==> src/rtl/mem_resp_queue.sv <==
// In-order tracker for accepted LSU requests: pairs dcache responses in issue order and hands
// completed results to writeback. Define MEM_RESP_BYPASS_EN for a zero-latency head bypass.
module mem_resp_queue #(
    parameter int unsigned DEPTH = 4,
    parameter int unsigned PTR_W = $clog2(DEPTH)
) (
    input  logic             clk,
    input  logic             reset,
    input  logic             req_fire,
    input  logic             req_is_load,
    input  logic [4:0]       req_rd,
    input  logic [31:0]      req_pc,
    output logic             can_issue,
    input  logic             lsu_ok,
    input  logic [31:0]      lsu_ld_data,
    input  logic             flush,
    output logic             wb_valid,
    input  logic             wb_ready,
    output logic             wb_we,
    output logic [4:0]       wb_rd,
    output logic [31:0]      wb_pc,
    output logic [31:0]      wb_data,
    output logic             busy,
    output logic [PTR_W:0]   count
);

    localparam logic [PTR_W:0] FULL_COUNT = (PTR_W + 1)'(DEPTH);

    logic [DEPTH-1:0] is_load_q;
    logic [DEPTH-1:0] done_q;
    logic [DEPTH-1:0] killed_q;
    logic [4:0]       rd_q   [DEPTH];
    logic [31:0]      pc_q   [DEPTH];
    logic [31:0]      data_q [DEPTH];

    logic [PTR_W:0]   alloc_q;
    logic [PTR_W:0]   resp_q;
    logic [PTR_W:0]   head_q;
    logic [PTR_W-1:0] alloc_idx;
    logic [PTR_W-1:0] resp_idx;
    logic [PTR_W-1:0] head_idx;

    logic occupied;
    logic head_done;
    logic head_killed;
    logic bypass;
    logic retire;

    assign alloc_idx = alloc_q[PTR_W-1:0];
    assign resp_idx  = resp_q[PTR_W-1:0];
    assign head_idx  = head_q[PTR_W-1:0];

    assign count     = alloc_q - head_q;
    assign occupied  = (count != '0);
    assign busy      = occupied;
    assign can_issue = (count != FULL_COUNT);

    assign head_done   = done_q[head_idx];
    assign head_killed = killed_q[head_idx];

`ifdef MEM_RESP_BYPASS_EN
    assign bypass = lsu_ok && (resp_q == head_q) && occupied && !head_killed && !flush;
`else
    assign bypass = 1'b0;
`endif

    assign wb_valid = (head_done && !head_killed && occupied && !flush) || bypass;
    assign wb_we    = is_load_q[head_idx];
    assign wb_rd    = rd_q[head_idx];
    assign wb_pc    = pc_q[head_idx];
    assign wb_data  = !is_load_q[head_idx] ? 32'h0 :
                      bypass               ? lsu_ld_data : data_q[head_idx];

    // Killed entries drain one per cycle once their response has been consumed.
    assign retire = (wb_valid && wb_ready) || (occupied && head_done && head_killed);

    always_ff @(posedge clk or negedge reset) begin
        if (!reset) begin
            alloc_q   <= '0;
            resp_q    <= '0;
            head_q    <= '0;
            is_load_q <= '0;
            done_q    <= '0;
            killed_q  <= '0;
            for (int unsigned i = 0; i < DEPTH; i++) begin
                rd_q[i]   <= '0;
                pc_q[i]   <= '0;
                data_q[i] <= '0;
            end
        end else begin
            // Free slots get killed too; allocation rewrites the flag anyway.
            if (flush) begin
                killed_q <= '1;
            end
            if (lsu_ok) begin
                data_q[resp_idx] <= lsu_ld_data;
                done_q[resp_idx] <= 1'b1;
                resp_q           <= resp_q + 1'b1;
            end
            if (req_fire) begin
                is_load_q[alloc_idx] <= req_is_load;
                rd_q[alloc_idx]      <= req_rd;
                pc_q[alloc_idx]      <= req_pc;
                done_q[alloc_idx]    <= 1'b0;
                killed_q[alloc_idx]  <= flush;
                alloc_q              <= alloc_q + 1'b1;
            end
            if (retire) begin
                head_q <= head_q + 1'b1;
            end
        end
    end

    a_no_issue_when_full : assert property (
        @(posedge clk) disable iff (!reset) req_fire |-> can_issue);
    a_no_orphan_response : assert property (
        @(posedge clk) disable iff (!reset) lsu_ok |-> (resp_q != alloc_q));

endmodule

==> config.mk <==
export PLATFORM = sky130hd
export DESIGN_NAME = mem_resp_queue
export DESIGN_NICKNAME = d
export VERILOG_FILES = /design/src/rtl/mem_resp_queue.sv
export SDC_FILE = /design/constraint.sdc
export NUM_CORES = 1
export LEC_CHECK = 0
export ABC_AREA = 1
export BUFFER_PORTS_ARGS = -buffer_cell sky130_fd_sc_hd__buf_2
export CORE_ASPECT_RATIO = 0.8
export CORE_MARGIN = 3
export CORE_UTILIZATION = 40
export CTS_CLUSTER_SIZE = 14
export DETAILED_ROUTE_END_ITERATION = 16
export SYNTH_ARGS = -nofsm -noshare
export SYNTH_HDL_FRONTEND = slang
export SYNTH_SLANG_ARGS = --single-unit
==> constraint.sdc <==
create_clock -name clk -period 1.9 [get_ports clk]
set_input_delay 0.19 -clock clk [delete_from_list [all_inputs] [get_ports clk]]
set_output_delay 0.19 -clock clk [all_outputs]
set_load 0.05 [all_outputs]
* Word level (Yosys, flattened, before mapping) *
Index checks and enable logic that the tools add are counted.

operators by class
  reductions and logical operators = 14
  muxes and demuxes = 35
  bitwise logic cells = 6
  order comparisons = 10
  equality and inequality tests = 1
  $add $sub $neg = 4

operator list
  operator               count
  $bwmux W128            2
  $mux W32               7
  $bmux W32 S2           2
  $demux W32 S2          2
  $bwmux W20             1
  $mux W4                4
  $mux W5                3
  $bmux W5 S2            1
  $demux W5 S2           1
  $logic_and A1 B1 Y1    10
  $add A3 B1 Y3 const B  3
  $ge A3 B3 Y1 const B   3
  $lt A2 B3 Y1 const B   3
  $not A2 Y3             3
  $bwmux W4              2
  $bmux W1 S2            3
  $lt A3 B1 Y1 const B   2
  $mux W1                5
  $and A4 B4 Y4          1
  $demux W1 S2           2
  $ge A2 B1 Y1 const B   2
  $not A4 Y4             1
  $or A4 B4 Y4           1
  $ne A3 B3 Y1 const B   1
  other kinds (4)        5

word-level totals
  input bits = 76
  flip-flop bits (word level) = 297

* Logic depth before layout (Yosys ltp) *
  depth after elaboration = 8
  mapped depth = 9

* Worst setup path after synthesis *
No wires, ideal clock.

  path type = reg2out
  start = reg alloc_q[0]
  end = out wb_valid
  required time = 1.710 ns
  setup slack = -0.754 ns
  cell stages (with the launch flop) = 9
  data arrival time = 2.464 ns
  path buffers = 0
  cell sequence = dfrtp_1 inv_1 ha_1 fa_1 nand2_1 inv_1 nand3_1 nand3_1 nor2_1

between the ends
  cells in the longest elaborated chain, start to end = 4

RTL lines
  what                               line  RTL
  from (decl)                        36    logic [PTR_W:0] alloc_q;
  from (signal assigned)             106   alloc_q <= alloc_q + 1'b1;
  $sub A3 B3 Y3                      53    assign count = alloc_q - head_q;
  $reduce_bool A3 Y1                 54    assign occupied = (count != '0);
  net busy                           23    output logic busy,
  $logic_and A1 B1 Y1 (2 in series)  67    assign wb_valid = (head_done && !head_killed && occupied && !flush) || bypass;
  to (decl)                          17    output logic wb_valid,

The timed path passes the listed nets, and every way through them passes these cells.

* Worst setup path in the final report *
  start = reg head_q[0]
  end = out busy

between the ends
  cells in the longest elaborated chain, start to end = 2

RTL lines
  what                    line  RTL
  from (decl)             38    logic [PTR_W:0] head_q;
  from (signal assigned)  109   head_q <= head_q + 1'b1;
  $sub A3 B3 Y3           53
  $reduce_bool A3 Y1      54
  to (decl)               23

Every way passes these cells.

==> results.json <==
{
  "slew_violations": 0,
  "num-nets-final": 1799,
  "areaGrowthSynthToFinish_pct": 29.6,
  "dr.pass1.iters": 5,
  "synth.largest_area_cell": "dfrtp_1",
  "mappedNetlistNets": 1639,
  "hold_path_class": "in -> reg",
  "drc": 0,
  "min_from": "lsu_ld_data[21]",
  "yosysUniqueCellTypes": 26,
  "clock_latency_ps": 490,
  "hold-path-endpoint": "data_q[21]",
  "regToRegSetupSlack_ps": -30,
  "overflow": 0,
  "core_area_mm2": 0.0319,
  "htreeDepth": 2,
  "first_pass_grt_wire_length_um": 56900,
  "crit_path_end_kind": "output port",
  "worst_setup_path_start_kind": "register",
  "setup-violations-final": 78,
  "finalWirelength_um": 36400,
  "ys_warn_count": 0,
  "post_detailed_placement_cell_area_mm2": 0.0148,
  "via_count": 11012,
  "gpl.final_weighted_congestion": 0.737,
  "avgSynthCellArea_um2": 8.50,
  "biggest_fanout_along_the_worst_timing_path": 3,
  "rr_endpoint": "head_q[0]",
  "transition_at_the_pin_with_the_smallest_max_transition_slack_ps": 398,
  "worst_case_hold_slack_ps": 21.2,
  "grt_antenna_before_repair": 1,
  "rsz0062_at_grt": "true",
  "final-seq-area_mm2": 0.00741,
  "syn-cell-area_mm2": 0.0132,
  "crit_type": "reg -> out",
  "main_area_contributors_after_synthesis": "dfrtp_1 (56%), o21ai_0 (15%), nand2_1 (10%), nor2_1 (4.0%), inv_1 (3.4%)",
  "worst_slew_margin_rel_pct": 73.5,
  "start_util_pct": 41.3,
  "yosys.area.top_type_share_pct": 56.1,
  "io_pins": 152,
  "cts.sink_count": 296,
  "drtIter0Drc": 807,
  "grt_max_degree": 79,
  "critPathRequiredTime_ps": 1710,
  "post-dp-hpwl_um": 21000,
  "fin_worst_skew_ps": 8.51,
  "finalSetupTns_ps": -24790,
  "cp_data_arrival_time_ps": 2170,
  "timing.critical_path.slowest_cell_delay_ps": 540,
  "floorplan.die.height_um": 168,
  "std_cell_rows": 58,
  "worstHoldPathCells": 3,
  "fin_util_pct": 53.6,
  "final_hold_viol_count": 0,
  "numCtsBuffers": 34,
  "layout.cell_area.non_filler_mm2": 0.0171,
  "reg2reg_from": "head_q[0]",
  "timing.final.crit_share_pct": 124,
  "tritoncts": "yes",
  "port-buffer-count": 151,
  "rr_worst_depth": 9,
  "drt-wirelength-per-cell_um": 16.9,
  "violations": "negative setup slack",
  "vias_per_cell": 5.10,
  "finalCriticalPeriod_ps": 2360,
  "clkTransAtPathRegs_ps": 60,
  "fillCellCount": 2900,
  "run_status": "complete, but fails checks",
  "final.setup.worst_slack_ps": -457,
  "cp_cell_sequence": "ha_4 > fa_2 > nand2_2 > inv_2 > nand3_4 > buf_6 > buf_8",
  "fmaxAchievable_ghz": 0.424,
  "cts-root-buf": "clkbuf_16",
  "cap_viol_max_count": 0,
  "syn_inst": 1552,
  "die_area_mm2": 0.0352,
  "via_count_of_the_first_global_routing_pass": 10702,
  "cpMaxStageDelayCell": "fa_2",
  "clockBufferDepth": 3,
  "layout-drive-gt1-share_pct": 19.7,
  "drt.antenna.violating_nets": 0,
  "fp.dieW_um": 209,
  "multi_input_area_mm2": 0.00507,
  "postSynthRegisterBits": 296,
  "globalRouteTotalUtil_pct": 19.5,
  "synth_sequential_area_ratio_pct": 56.1
}
[worst max-delay path by stage]
| stage | startpoint | end | slack (ps) | depth (start not counted) |
|---|---|---|---|---|
| after floorplan | alloc_q[0] | wb_valid | -90 | 8 |
| after global placement | head_q[0] | wb_valid | -60 | 8 |
| after detailed placement | head_q[0] | wb_valid | -80 | 8 |
| after CTS | head_q[0] | busy | -480 | 7 |
| after global routing | head_q[0] | busy | -520 | 7 |
| final | head_q[0] | busy | -460 | 7 |
[area by class of cell]
cell class | instances | area share (%)
Sequential cell | 296 | 43.3
Multi-Input combinational cell | 1022 | 29.7
Timing Repair Buffer | 234 | 14.1
Clock buffer | 51 | 6.23
Tap cell | 420 | 3.07
Inverter | 123 | 2.77
Clock inverter | 10 | 0.754
Timing Repair inverter | 1 | 0.0512
Antenna cell | 1 | 0.0146
[layer usage]
layer	global-route usage [%]	wire length (µm)	vias up
met5	0	0	-
met4	3.96	589	0
met3	2.56	1740	44
met2	30.9	16400	278
met1	29.0	17700	5302
li1	-	-	5388
[placed cells by master, fill, tap and decap left out, types with 21 or more instances in the layout]
cell type,Yosys,final
o21ai_0,406,375
nand2_1,362,350
dfrtp_1,296,294
nor2_1,140,139
inv_1,121,118
buf_2,36,75
buf_6,11,61
o21ai_1,14,44
clkbuf_16,0,43
o22ai_2,0,40
buf_4,10,36
o22ai_1,69,29
dlygate4sd3_1,0,23
buf_12,0,21
[synthesized netlist by cell type, drive strengths merged]
library cell,instances
xor2,4
fa,1
nand3,8
nand4,3
clkbuf,51
inv,123
o21ai,422
nor2,141
ha,10
o22ai,70
buf,60
nand2,363
dfrtp,296
[flip-flops by register name (all words and copies together) (netlist names)]
signal,cells
alloc_q,3
head_q,3
resp_q,2
pc_q,128
killed_q,4
rd_q,20
done_q,4
data_q,128
is_load_q,4
[kinds of logic (layout without fill, tap and decap cells)]
logic type	after synthesis	count (layout)	synth area share, %
simple gates	515	515	14.8
compound gates	492	492	19.5
flops	296	296	56.1
buf+inv	234	419	8.19
fa+ha+maj	11	11	1.10
xor+xnor	4	4	0.265
other cells	0	1	0
[metrics by stage]
step                setup slack [ps]  instances
floorplan                      -94.4       1552
global placement               -56.7       2059
detailed placement             -84.2       2059
CTS                             -475       2146
global route                    -522       2158
finish                          -457       2158
[critical path: cells and delay by family (launching register included)]
| kind | cells | cell delay, ps |
|---|---|---|
| flip-flops | 1 | 500 |
| buffers and inverters | 3 | 340 |
| AND/OR/NAND/NOR | 2 | 130 |
| adder cells (fa/ha/maj) | 2 | 710 |
[repair_timing]
action / in CTS / in global routing
hold buffers: 23 / 0
setup buffers: 2 / 1
pin swaps: 3 / 7
gates resized for setup: 145 / 48
setup endpoints to repair: 75 / 78
gates cloned: 1 / 10
hold endpoints to repair: 110 / 0
Power is left out: the tool's default activity adds up to more than one toggle a clock period on the data nets, which glitch-free logic cannot reach.
